<file path="src/rtl/ofmap_serializer.sv">
`default_nettype none
// ============================================================================
// Module   : ofmap_serializer
// Purpose  : Buffers full systolic-array output vectors (2 entries) and emits
//            them one accumulator word per transfer, lane 0 first, with a
//            per-tile vector counter that pulses tile_done on tile boundaries.
// Revision : 1.0 - initial release
// ============================================================================
module ofmap_serializer #(
  parameter int OFMAP_WIDTH      = 32,
  parameter int ARRAY_WIDTH      = 3,
  parameter int VECTORS_PER_TILE = 12
) (
  input  logic                              clk,
  input  logic                              rst,
  input  logic [OFMAP_WIDTH*ARRAY_WIDTH-1:0] vec_dat,
  input  logic                              vec_vld,
  output logic                              vec_rdy,
  output logic [OFMAP_WIDTH-1:0]            ofmap_dat,
  output logic                              ofmap_vld,
  input  logic                              ofmap_rdy,
  output logic                              tile_done,
  output logic                              busy
);

  localparam int VW = OFMAP_WIDTH * ARRAY_WIDTH;
  localparam int LW = (ARRAY_WIDTH > 1) ? $clog2(ARRAY_WIDTH) : 1;
  localparam int TW = (VECTORS_PER_TILE > 1) ? $clog2(VECTORS_PER_TILE) : 1;
  localparam logic [LW-1:0] C_LAST_LANE = LW'(ARRAY_WIDTH - 1);
  localparam logic [TW-1:0] C_LAST_VEC  = TW'(VECTORS_PER_TILE - 1);

  logic [VW-1:0] r_mem [2];
  logic          r_wr_ptr;
  logic          r_rd_ptr;
  logic [1:0]    r_count;
  logic [LW-1:0] r_lane;
  logic [TW-1:0] r_vec_cnt;
  logic          r_tile_done;

  logic          w_push;
  logic          w_xfer;
  logic          w_pop;
  logic          w_lane_last;
  logic [VW-1:0] w_head;

  // Ready is a function of the registered occupancy only; a pop in the same
  // cycle never opens a slot for a push when both entries are taken.
  assign vec_rdy     = !rst && (r_count != 2'd2);
  assign ofmap_vld   = (r_count != 2'd0);
  assign busy        = (r_count != 2'd0);
  assign tile_done   = r_tile_done;

  assign w_push      = vec_vld && vec_rdy;
  assign w_xfer      = ofmap_vld && ofmap_rdy;
  assign w_lane_last = (r_lane == C_LAST_LANE);
  assign w_pop       = w_xfer && w_lane_last;
  assign w_head      = r_mem[r_rd_ptr];

  generate
    if (ARRAY_WIDTH > 1) begin : g_multi_lane
      logic [ARRAY_WIDTH-1:0][OFMAP_WIDTH-1:0] w_lanes;
      assign w_lanes   = w_head;
      assign ofmap_dat = w_lanes[r_lane];
    end else begin : g_single_lane
      assign ofmap_dat = w_head;
    end
  endgenerate

  // Vector storage: data only, no reset needed since count gates visibility.
  always_ff @(posedge clk) begin
    if (w_push) begin
      r_mem[r_wr_ptr] <= vec_dat;
    end
  end

  // Pointers, occupancy, lane/tile counters and the tile_done pulse.
  always_ff @(posedge clk or posedge rst) begin
    if (rst) begin
      r_wr_ptr    <= 1'b0;
      r_rd_ptr    <= 1'b0;
      r_count     <= 2'd0;
      r_lane      <= '0;
      r_vec_cnt   <= '0;
      r_tile_done <= 1'b0;
    end else begin
      if (w_push) begin
        r_wr_ptr <= ~r_wr_ptr;
      end
      if (w_pop) begin
        r_rd_ptr <= ~r_rd_ptr;
      end
      case ({w_push, w_pop})
        2'b10:   r_count <= r_count + 2'd1;
        2'b01:   r_count <= r_count - 2'd1;
        default: r_count <= r_count;
      endcase
      if (w_xfer) begin
        r_lane <= w_lane_last ? '0 : r_lane + 1'b1;
      end
      if (w_pop) begin
        r_vec_cnt <= (r_vec_cnt == C_LAST_VEC) ? '0 : r_vec_cnt + 1'b1;
      end
      r_tile_done <= w_pop && (r_vec_cnt == C_LAST_VEC);
    end
  end

endmodule
`default_nettype wire

</file>
<file path="config.mk">
export PLATFORM = sky130hd
export DESIGN_NAME = ofmap_serializer
export DESIGN_NICKNAME = d
export VERILOG_FILES = /design/src/rtl/ofmap_serializer.sv
export SDC_FILE = /design/constraint.sdc
export NUM_CORES = 1
export LEC_CHECK = 0
export CORE_MARGIN = 5
export CORE_UTILIZATION = 53
export DETAILED_ROUTE_END_ITERATION = 10
export PLACE_DENSITY = 0.88
export SLEW_MARGIN = 20
export SYNTH_ARGS = -nofsm -noshare
export SYNTH_HDL_FRONTEND = slang
export SYNTH_SLANG_ARGS = --single-unit
</file>
<file path="constraint.sdc">
create_clock -name clk -period 6.9 [get_ports clk]
set_input_delay 1.38 -clock clk [delete_from_list [all_inputs] [get_ports clk]]
set_output_delay 1.38 -clock clk [all_outputs]
set_load 0.02 [all_outputs]
</file>
=== Yosys cells after proc, flatten, opt, wreduce, memory -nomap -nowiden ===
Memory sizes are Yosys's and may differ from the RTL's.
Cells that the tools add are included.

* $lt $le $gt $ge: 1
* Muxes and demuxes: 7
* Add/sub/neg operators: 4
* Reductions and logical operators: 8
* Bitwise logic cells: 2
* Eq/ne operators: 5

{| class="wikitable"
|+ Operator list
! kind !! count
|-
| $bmux W32 S2 || 1
|-
| $mux W32 || 1
|-
| $logic_and A1 B1 Y1 || 5
|-
| $add A2 B1 Y2 const B || 2
|-
| $add A4 B1 Y4 const B || 1
|-
| $eq A2 B2 Y1 const B || 2
|-
| $eq A4 B4 Y1 const B || 1
|-
| $mux W4 || 1
|-
| $pmux W2 S2 || 1
|-
| $reduce_bool A2 Y1 || 2
|-
| $lt A2 B3 Y1 const B || 1
|-
| $eq A2 B1 Y1 const B || 1
|-
| $mux W1 || 2
|-
| $mux W2 || 1
|-
| $ne A2 B2 Y1 const B || 1
|-
| $not A1 Y1 || 2
|-
| $sub A2 B1 Y2 const B || 1
|-
| $logic_not A1 Y1 || 1
|}

* Logic and storage cells: 34
* Bits in writable memories: 192
* Memories kept: 1
* Flip-flop bits (word level): 11
* Output and inout bits: 36
* Bits of input ports: 100

{| class="wikitable"
|+ Memories
! name !! words !! bits a word !! read ports !! clocked after memory_dff !! write ports !! RTL line !! RTL
|-
| r_mem || 2 || 96 || 1 || 0 || 1 || 32 || <nowiki>logic [VW-1:0] r_mem [2];</nowiki>
|}

=== Depth between registers and ports, before layout ===
* Depth after elaboration: 5
* Depth in mapped cells: 7
* Depth with buffers taken out: 6

=== Worst setup path before layout ===
OpenSTA, ideal clock, no wires.

* Path type: input -> register
* From: input port rst
* To: memory r_mem[0][0] in the netlist's numbering (enable)
* Required time: 6.348 ns
* Slack: 0.444 ns
* Data arrival time: 5.904 ns
* Path buffers: 0
* Cell stages on the path: 3
* Path through: inv_1 o211ai_1 nor2_1

* Longest elaborated chain between the ends: 5

{| class="wikitable"
|+ RTL lines
! element !! RTL line !! RTL
|-
| start: declaration || 15 || <nowiki>input logic rst,</nowiki>
|-
| $logic_not A1 Y1 (no line) || n/a ||
|-
| $logic_and A1 B1 Y1 || 48 || <nowiki>assign vec_rdy = !rst && (r_count != 2'd2);</nowiki>
|-
| $logic_and A1 B1 Y1 || 53 || <nowiki>assign w_push = vec_vld && vec_rdy;</nowiki>
|-
| $mux W1 || 71 || <nowiki>if (w_push) begin</nowiki>
|-
| $mux W1 (not written as such) || 72 || <nowiki>r_mem[r_wr_ptr] <= vec_dat;</nowiki>
|-
| end: declaration || 32 ||
|}

No other way between the ends.

=== Worst setup path in the final report ===
* From: register r_lane[0]
* To: output port ofmap_dat[18]

* Longest elaborated chain between the ends: 2

{| class="wikitable"
|+ RTL lines
! element !! RTL line !! RTL
|-
| start: declaration || 36 || <nowiki>logic [LW-1:0] r_lane;</nowiki>
|-
| start signal: assignment || 98 || <nowiki>r_lane <= w_lane_last ? '0 : r_lane + 1'b1;</nowiki>
|-
| $bmux W32 S2 || 63 || <nowiki>assign ofmap_dat = w_lanes[r_lane];</nowiki>
|-
| $mux W32 (not written as such) || 63 ||
|-
| end: declaration || 19 || <nowiki>output logic [OFMAP_WIDTH-1:0] ofmap_dat,</nowiki>
|}

No other way between the ends. The select of a mux whose other input is x is not followed.

==> metrics.md <==
| Metric | Value |
|---|---|
| CTS tree | done |
| Die X | around 130 um |
| Final hold vios | 0 |
| Crit-path slowest cell | clkdlybuf4s50_1 |
| Outcome | completed |
| Vias per cell | about 5.8 |
| DRC violations left | 0 |
| # clock sinks | 203 |
| CP bufs+invs | 2 |
| Final max-slew violation count | 0 |
| Worst path top cell family by delay | buffers and inverters |
| Post-synth EDFFs | 192 |
| Dominant cell type by area after synthesis | edfxtp_1 |
| CP arrival | 3230 ps |
| Async set-or-reset flop fraction in the synthesized netlist | 5.419% |
| RSZ-0062 raised after global routing | no |
| Mapped Avg Cell Area | 17.11 um2 |
| Routability cong. | 0.7938 |
| H-Tree Depth | 1 |
| GRT Resource Usage Total | 18.25% |
| Yosys top cell area share | 72.31% |
| Register area share after synthesis | 75.76% |
| WP data required | roughly 5500 ps |
| Final setup fails | 0 |
| Via total after detailed routing | 4605 |
| Fillcell total | 943 |
| Clock Skew | 13.94 ps |
| Initial Util | 54.45% |
| Global-route wire length before repair | 25900 um |
| CTS Buffer Depth | 3 |
| Slew HR | between 30% and 40% |
| Worst vdd ir | 0.0002792 V |
| Post-CTS sizing | 0 |
| Vias in the first global route | 4876 |
| Root buf cell | clkbuf_16 |
| Pin slew with the least headroom to its limit | 934.7 ps |
| Mapped Nets | about 570 |
| Row count | 44 |
| Layout Cells excl Fill | 798 |
| Synth top area cells | edfxtp_1 (72%), mux2_2 (9.0%), dfrtp_1 (3.5%) |
| Die area | 0.01760 mm2 |
| Synth Flop Type | edfxtp_1 |
| Critical Path Fanout Max | 42 |
| Layout cells sized above 1 | 18.57% |
| Worst setup EP type | primary output |
| Worst path max stage delay | 640 ps |
| Worst min path class | reg -> reg |
| Final core occ | between 60% and 70% |
| Post-CTS Setup Repair Bufs | 0 |
| Final #Nets | 701 |
| Post-synthesis instance area | 0.007974 mm2 |
| Num CTS Buffers | 21 |
| Clock transition at the registers of the reported paths | 60 ps |
| Power Density | 408.7 mW/mm2 |
| Post-synth cell types | 34 |
| Total global routing overflow | 0 |
| Placed wire-length estimate | 10040 um |
| Clock Latency Late Sink | slightly below 500 ps |
| Critical path class | reg -> out |
| Initial antenna violation count | 2 |
| CP Launch Type | register |
| Placeable Area | 0.01464 mm2 |
| Minimum clock period | 4610 ps |
| Sum Neg Setup Slack | 0 ps |
| Largest net degree at the start of global routing | 97 |
| Post-route clock period utilization | between 60 and 70% |
| Leak Pwr | 3.372 nW |
| Antenna Cells | 0 |
| Yosys reg bits | 203 |
| Wirelength, routed | 16110 um |
| Crit-path cells | nor2b_4 > buf_4 > a221oi_1 > a31oi_1 > clkdlybuf4s50_1 |
| DR iter-0 viols | 250 |
| DP Cell Count | 760 |
| # IOs | 136 |
| Die Height | 132.7 um |
| Max Cap Violations | 0 |
| IO Port Bufs | about 140 |
| Hold_buf cts | 0 |
| Max Fclk | 216.9 MHz |
| Post-Syn Instances | 466 |
| WL per Instance | 20.19 um |
| Number of routed nets with antenna violations | 0 |
| Layout area overhead | 26.71% |
| Router iterations before antenna repair | 5 |
| Final Hold Slack | 567.5 ps |
| Reg2Reg Setup Slack | 4430 ps |
| Yosys Warn Count | 0 |
-- layout make-up --
cell class              count  area [um2]  area share [%]
flip-flops and latches    203        6043           59.81
well taps                 184       230.2           2.279
inverters                   7       28.78          0.2848
multi-input cells         226        1744           17.26
clock inverters            15       131.4           1.300
clock buffers              23       533.0           5.276
repair buffers            140        1393           13.78
-- logic make-up (layout without fill, tap and decap cells) --
family,Yosys count,after routing,share of synthesized area [%]
flops,203,203,75.76
simple gates,79,79,4.111
compound gates,73,73,7.171
mux,67,67,9.477
buf+inv,37,185,2.620
xor+xnor,5,5,0.5492
fa+ha+maj,2,2,0.3138
-- final timing paths --
path                       cells after the start            end        from
setup / recovery                               5  ofmap_dat[18]   r_lane[0]
hold / removal                                 1       r_wr_ptr    r_wr_ptr
setup reg to reg                               4   r_mem[1][46]  r_count[0]
hold reg to reg                                1       r_wr_ptr    r_wr_ptr
max in group asynchronous                      2      r_lane[1]         rst
min in group asynchronous                      2       r_wr_ptr         rst
-- routing by layer --
| metal | vias up | share of wire [%] | global-route usage, % |
|---|---|---|---|
| li1 | 2113 | - | - |
| met1 | 2302 | 40 | 23.37 |
| met2 | 152 | 51 | 31.34 |
| met3 | 34 | 6.4 | 4.252 |
| met4 | 4 | 2.2 | 5.312 |
| met5 | - | 0.13 | 0 |
-- layout by cell type, fill, tap and decap left out, types with 2 or more instances in the layout --
master             n
a21o_2             2
a221oi_1          28
a221oi_2           3
a31oi_1           32
buf_4              4
bufinv_16          2
clkbuf_1           2
clkbuf_16         21
clkdlybuf4s50_1  135
clkinv_1           5
clkinv_2           4
clkinvlp_4         2
dfrtp_1            9
dfrtp_2            2
edfxtp_1         192
ha_1               2
inv_1              6
inv_6              2
mux2_2            64
mux2i_1            2
nand2_1           66
nor2_1             3
nor3_1             3
xnor2_1            4
-- metrics by stage --
stage	power, mW	setup slack (ps)	cell area [um2]
2_1_floorplan	2.557	443.9	7974
3_3_place_gp	3.041	2908	9433
3_5_place_dp	3.087	2762	9439
4_1_cts	4.169	2201	10100
5_1_grt	4.336	2095	10100
6_report	4.129	2290	10100
-- sequential cells by signal (all words and copies together) (netlist names) --
register   flops
r_mem        192
r_vec_cnt      4
r_count        2
r_lane         2
r_rd_ptr       1
r_wr_ptr       1
tile_done      1
-- synth_stat cells (all sizes together) (4+ instances only) --
| cell type | number |
|---|---|
| edfxtp | 192 |
| nand2 | 66 |
| mux2 | 65 |
| a31oi | 32 |
| a221oi | 31 |
| buf | 18 |
| clkbuf | 12 |
| dfrtp | 11 |
| inv | 7 |
| nor2 | 4 |
| nor3 | 4 |
| xnor2 | 4 |
-- report_power, final --
| part | total [mW] | internal, mW | switching (mW) |
|---|---|---|---|
| Combinational | 1.42 | 0.636 | 0.787 |
| Sequential | 1.63 | 1.53 | 0.0984 |
| Clock | 1.07 | 0.635 | 0.439 |
(Power assumes the default switching activity.)
